--- src/rtl/hold_sched.sv ---
// rtl/hold_sched.sv - pipeline hold/flush scheduler with post-jump flush window and jtag halt drain.
// Optional rib stall timeout counter enabled by HOLD_TIMEOUT_EN.
module hold_sched #(
    parameter int FLUSH_CYCLES = 2,
    parameter int RIB_TIMEOUT  = 255
) (
    input  logic        clk,
    input  logic        rst,
    input  logic        jump_flag_i,
    input  logic [31:0] jump_addr_i,
    input  logic        hold_flag_ex_i,
    input  logic        hold_flag_rib_i,
    input  logic        hold_flag_clint_i,
    input  logic        jtag_halt_req_i,
    output logic        jtag_halt_ack_o,
    output logic [2:0]  hold_flag_o,
    output logic        jump_flag_o,
    output logic [31:0] jump_addr_o,
    output logic        rib_timeout_o
);

    localparam logic [2:0] HOLD_NONE = 3'b000;
    localparam logic [2:0] HOLD_PC   = 3'b001;
    localparam logic [2:0] HOLD_ID   = 3'b011;
    localparam logic [2:0] RELOAD    = 3'(FLUSH_CYCLES - 1);

    typedef enum logic [2:0] {S_RUN, S_FLUSH, S_DRAIN, S_HALTED, S_RESUME} state_t;

    state_t     state, state_nxt, jump_state;
    logic [2:0] flush_cnt, cnt_nxt;
    logic       ack_nxt;

    // A jump only opens a flush window when it lasts beyond the jump cycle itself.
    assign jump_state = (FLUSH_CYCLES > 1) ? S_FLUSH : S_RUN;

    always_ff @(posedge clk or posedge rst) begin
        if (rst) begin
            state           <= S_RUN;
            flush_cnt       <= 3'd0;
            jtag_halt_ack_o <= 1'b0;
        end else begin
            state           <= state_nxt;
            flush_cnt       <= cnt_nxt;
            jtag_halt_ack_o <= ack_nxt;
        end
    end

    always_comb begin
        state_nxt = state;
        cnt_nxt   = flush_cnt;
        ack_nxt   = jtag_halt_ack_o;
        case (state)
            S_RUN, S_RESUME: begin
                if (jump_flag_i) begin
                    cnt_nxt   = RELOAD;
                    state_nxt = jump_state;
                end else if (state == S_RUN && jtag_halt_req_i) begin
                    state_nxt = S_DRAIN;
                end else begin
                    state_nxt = S_RUN;
                end
            end
            S_FLUSH: begin
                if (jump_flag_i) begin
                    cnt_nxt = RELOAD;
                end else if (flush_cnt <= 3'd1) begin
                    cnt_nxt   = 3'd0;
                    state_nxt = jtag_halt_req_i ? S_DRAIN : S_RUN;
                end else begin
                    cnt_nxt = flush_cnt - 3'd1;
                end
            end
            S_DRAIN: begin
                if (!jtag_halt_req_i) begin
                    cnt_nxt   = jump_flag_i ? RELOAD : 3'd0;
                    state_nxt = jump_flag_i ? jump_state : S_RUN;
                end else if (jump_flag_i) begin
                    cnt_nxt = RELOAD;
                end else if (!hold_flag_ex_i && !hold_flag_clint_i && flush_cnt == 3'd0) begin
                    state_nxt = S_HALTED;
                    ack_nxt   = 1'b1;
                end else if (flush_cnt != 3'd0) begin
                    cnt_nxt = flush_cnt - 3'd1;
                end
            end
            S_HALTED: begin
                if (!jtag_halt_req_i) begin
                    ack_nxt   = 1'b0;
                    state_nxt = S_RESUME;
                end
            end
            default: begin
                state_nxt = S_RUN;
                cnt_nxt   = 3'd0;
            end
        endcase
    end

    always_comb begin
        hold_flag_o = HOLD_ID;
        if (rst) begin
            hold_flag_o = HOLD_NONE;
        end else if (state == S_RUN) begin
            if (jump_flag_i || hold_flag_ex_i || hold_flag_clint_i)
                hold_flag_o = HOLD_ID;
            else if (hold_flag_rib_i)
                hold_flag_o = HOLD_PC;
            else
                hold_flag_o = HOLD_NONE;
        end
    end

    assign jump_flag_o = jump_flag_i && !rst && (state != S_HALTED);
    assign jump_addr_o = jump_addr_i;

`ifdef HOLD_TIMEOUT_EN
    logic [7:0] rib_cnt;
    logic [8:0] rib_next;

    assign rib_next = {1'b0, rib_cnt} + 9'd1;

    always_ff @(posedge clk or posedge rst) begin
        if (rst) begin
            rib_cnt       <= 8'd0;
            rib_timeout_o <= 1'b0;
        end else if (hold_flag_o == HOLD_PC) begin
            rib_cnt <= (rib_cnt == 8'hFF) ? rib_cnt : rib_next[7:0];
            if (rib_next >= 9'(RIB_TIMEOUT))
                rib_timeout_o <= 1'b1;
        end else begin
            rib_cnt <= 8'd0;
        end
    end
`else
    logic unused_rib_cfg;
    assign unused_rib_cfg = (RIB_TIMEOUT != 0);
    assign rib_timeout_o  = 1'b0;
`endif

endmodule
--- config.mk ---
export PLATFORM = sky130hd
export DESIGN_NAME = hold_sched
export DESIGN_NICKNAME = d
export VERILOG_FILES = /design/src/rtl/hold_sched.sv
export SDC_FILE = /design/constraint.sdc
export NUM_CORES = 1
export LEC_CHECK = 0
export CAP_MARGIN = 10
export CORE_MARGIN = 5
export CORE_UTILIZATION = 29
export DETAILED_ROUTE_END_ITERATION = 10
export PLACE_DENSITY_LB_ADDON = 0.1
export SLEW_MARGIN = 20
export SYNTH_ARGS = -nofsm -noshare
export SYNTH_HDL_FRONTEND = slang
export SYNTH_SLANG_ARGS = --single-unit
--- constraint.sdc ---
create_clock -name clk -period 1.7 [get_ports clk]
set_input_delay 0.255 -clock clk [delete_from_list [all_inputs] [get_ports clk]]
set_output_delay 0.255 -clock clk [all_outputs]
set_load 0.03 [all_outputs]
==> run metrics <==
run status=finished clean; Post-Route WL=1.51 mm; final worst slack=0.0490 ns; initial core utilization=0.308; warnings from Yosys=0; worst-path fanout max=8; ant diodes=0; Register Area=about 180 µm²; Reg clk slew, reported paths=0.05 ns; Vias/cell=just under 5; crit path kind=flop to output port; worst vdd ir=0.426 mV; Clock Path Buffers=2; share of cells above drive strength 1=0.289; TritonCTS clock tree=done; Routed met1 length=646 µm; design area=771 µm²; Multi-input gate area=between 300 and 400 µm²; site row count=18; clk_skew=0.00231 ns; initial antenna violation count=0; met2 wire len=around 630 µm; Area contributors post-synth=buf_4 33%, dfrtp_1 23%, ha_1 4.9%, nor2b_1 3.2%, inv_1 2.9%; Clock Sinks=7; htree depth=1; minimum clock period after layout=1.65 ns; dpl hpwl=1.22 mm; sequential cell area fraction in the yosys report=0.227; antenna-violating nets left=0; Cells after Synth=94; slowest CP cell=dfrtp_1; worst path cell trace=and3b_2 -> nor3b_1 -> buf_4; Worst EP arrival=1.40 ns; RR Startpoint=flush_cnt[0]; pwr dens=1050 nW/µm²; Die Height=between 60 and 70 µm; core area=2500 µm²; most frequent cells in the layout=12 x buf_4, 7 x dfrtp_1, 6 x clkdlybuf4s50_1; Fmax=606 MHz; cell area after placement=698 µm²; Final Non-Filler Cells=113; Met3 Wirelength=roughly 200 µm; crit-path max cell delay=0.46 ns; Max Cap Viol=0; worst-skew pair later-pin latency=0.25 ns; Layout area overhead=0%; Worst R2R Path Depth=6; First DRT Iteration DRCs=15; number of buffers created by CTS=3; vias in the first global route=around 540; IO Port Bufs=10; uppermost layer routed=met4; most common library cell in the layout ignoring fill and taps=buf_4; worst r2r dst=flush_cnt[2]; drt first pass iters=4; reg2reg setup slack=0.07 ns; Residual DRC=0; final worst path period share=0.971; distinct cell type count after synthesis=30; Final Util=0.308; Crit. End Element=output port; final hold vios=0; startpoint types=flop; clock root cell=clkbuf_4; placed cell count=around 110; worst slack, placed=-0.0925 ns; Slew Viols, Final=0; post-DR wirelength/cell=roughly 13 µm; Die W=slightly above 60 µm; total grt overflow=0; Mapped Area=771 µm²; RSZ-0062 raised after global routing=yes; final setup fails=0; first-pass GRT wire length=2.30 mm; Critical Path RT=around 1.4 ns; Die ar.=3790 µm²; Nets=126; hold crit path type=primary input to async pin; via count=546; fill count=266; Yosys top cell by area=buf_4; GRT Total Usage=0.0872; GPL Wtd Cong=0.704; largest net degree at the start of global routing=9; Leak=0.000351 µW; area share of the largest cell type after synthesis=0.331; number of synthesized register bits=7; syn_area_per_cell=8.20 µm²; hold-fix buffer count after cts=0; Ports=77; WHS=0.337 ns
-- routing by layer --
| layer | global-route usage | up-vias |
|---|---|---|
| met5 | 0 | - |
| li1 | - | 257 |
| met1 | 0.101 | 241 |
| met4 | 0.0455 | 0 |
| met2 | 0.126 | 40 |
| met3 | 0.0524 | 8 |
-- worst max path at each step --
stage / from / endpoint / cells past startpoint / slack, ns
6_report: state[0] / jump_flag_o / 3 / 0.05
5_1_grt: flush_cnt[0] / flush_cnt[2] / 6 / -0.01
4_1_cts: flush_cnt[0] / flush_cnt[2] / 6 / 0.02
3_5_place_dp: jump_flag_i / flush_cnt[2] / 5 / -0.09
3_3_place_gp: jtag_halt_req_i / flush_cnt[2] / 5 / -0.08
2_1_floorplan: state[1] / jump_flag_o / 3 / 0.02
-- final cells by class --
type | instances | area share
multi-input combinational | 47 | 0.450
inverter | 6 | 0.0292
sequential | 7 | 0.227
timing repair buffer | 19 | 0.211
clock buffer | 4 | 0.0341
tap | 30 | 0.0487
-- metrics by stage --
stage | total power (µW) | TNS (ns)
2_1_floorplan | 617 | 0
3_3_place_gp | 611 | -0.147
3_5_place_dp | 608 | -0.225
4_1_cts | 767 | 0
5_1_grt | 880 | -0.0102
6_report | 806 | 0
-- flip-flops by register name (all words and copies together) (netlist names) --
signal,count
flush_cnt,3
jtag_halt_ack_o,1
state,3
-- logic make-up after synthesis --
logic type	after synthesis	synth area share
AO/OA/AOI/OAI	17	0.159
AND/OR/NAND/NOR	25	0.185
buffers and inverters	41	0.375
adder cells (fa/ha/maj)	3	0.0487
flip-flops	7	0.227
other	1	0.00487
-- where the power goes --
group          total, µW  leakage [µW]  internal (µW)  switching, µW
Combinational        402      0.000249            207            195
Clock                153     0.0000150           89.7           63.3
Sequential           251     0.0000862            203           48.4
Total                806      0.000351            499            307
-- worst max-delay path, delay by kind of cell (launching register included) --
family        cells  cell delay [ns]
buf+inv           1             0.20
flops             1             0.46
simple gates      2             0.48
-- synth_stat cells (all sizes together) --
master	number
o21ai	4
a221oi	1
ha	3
o31ai	1
and2b	1
o21a	1
inv	6
a211o	1
a21boi	1
a2bb2oi	1
nor2	5
nand2b	2
a31oi	2
nor2b	4
o211a	1
a32oi	1
dfrtp	7
o32ai	1
a21oi	1
buf	35
conb	1
nand2	4
a41oi	1
nor3b	2
nor3	4
or3b	1
and3b	2
-- repair_timing --
action / in CTS / in global routing
setup endpoints to repair: 2 / 5
resized for setup: 1 / 10
buffers inserted: 0 / 1
hold endpoints to repair: 0 / 0
pin swaps: 0 / 4
Power figures use the tool's default switching activity.
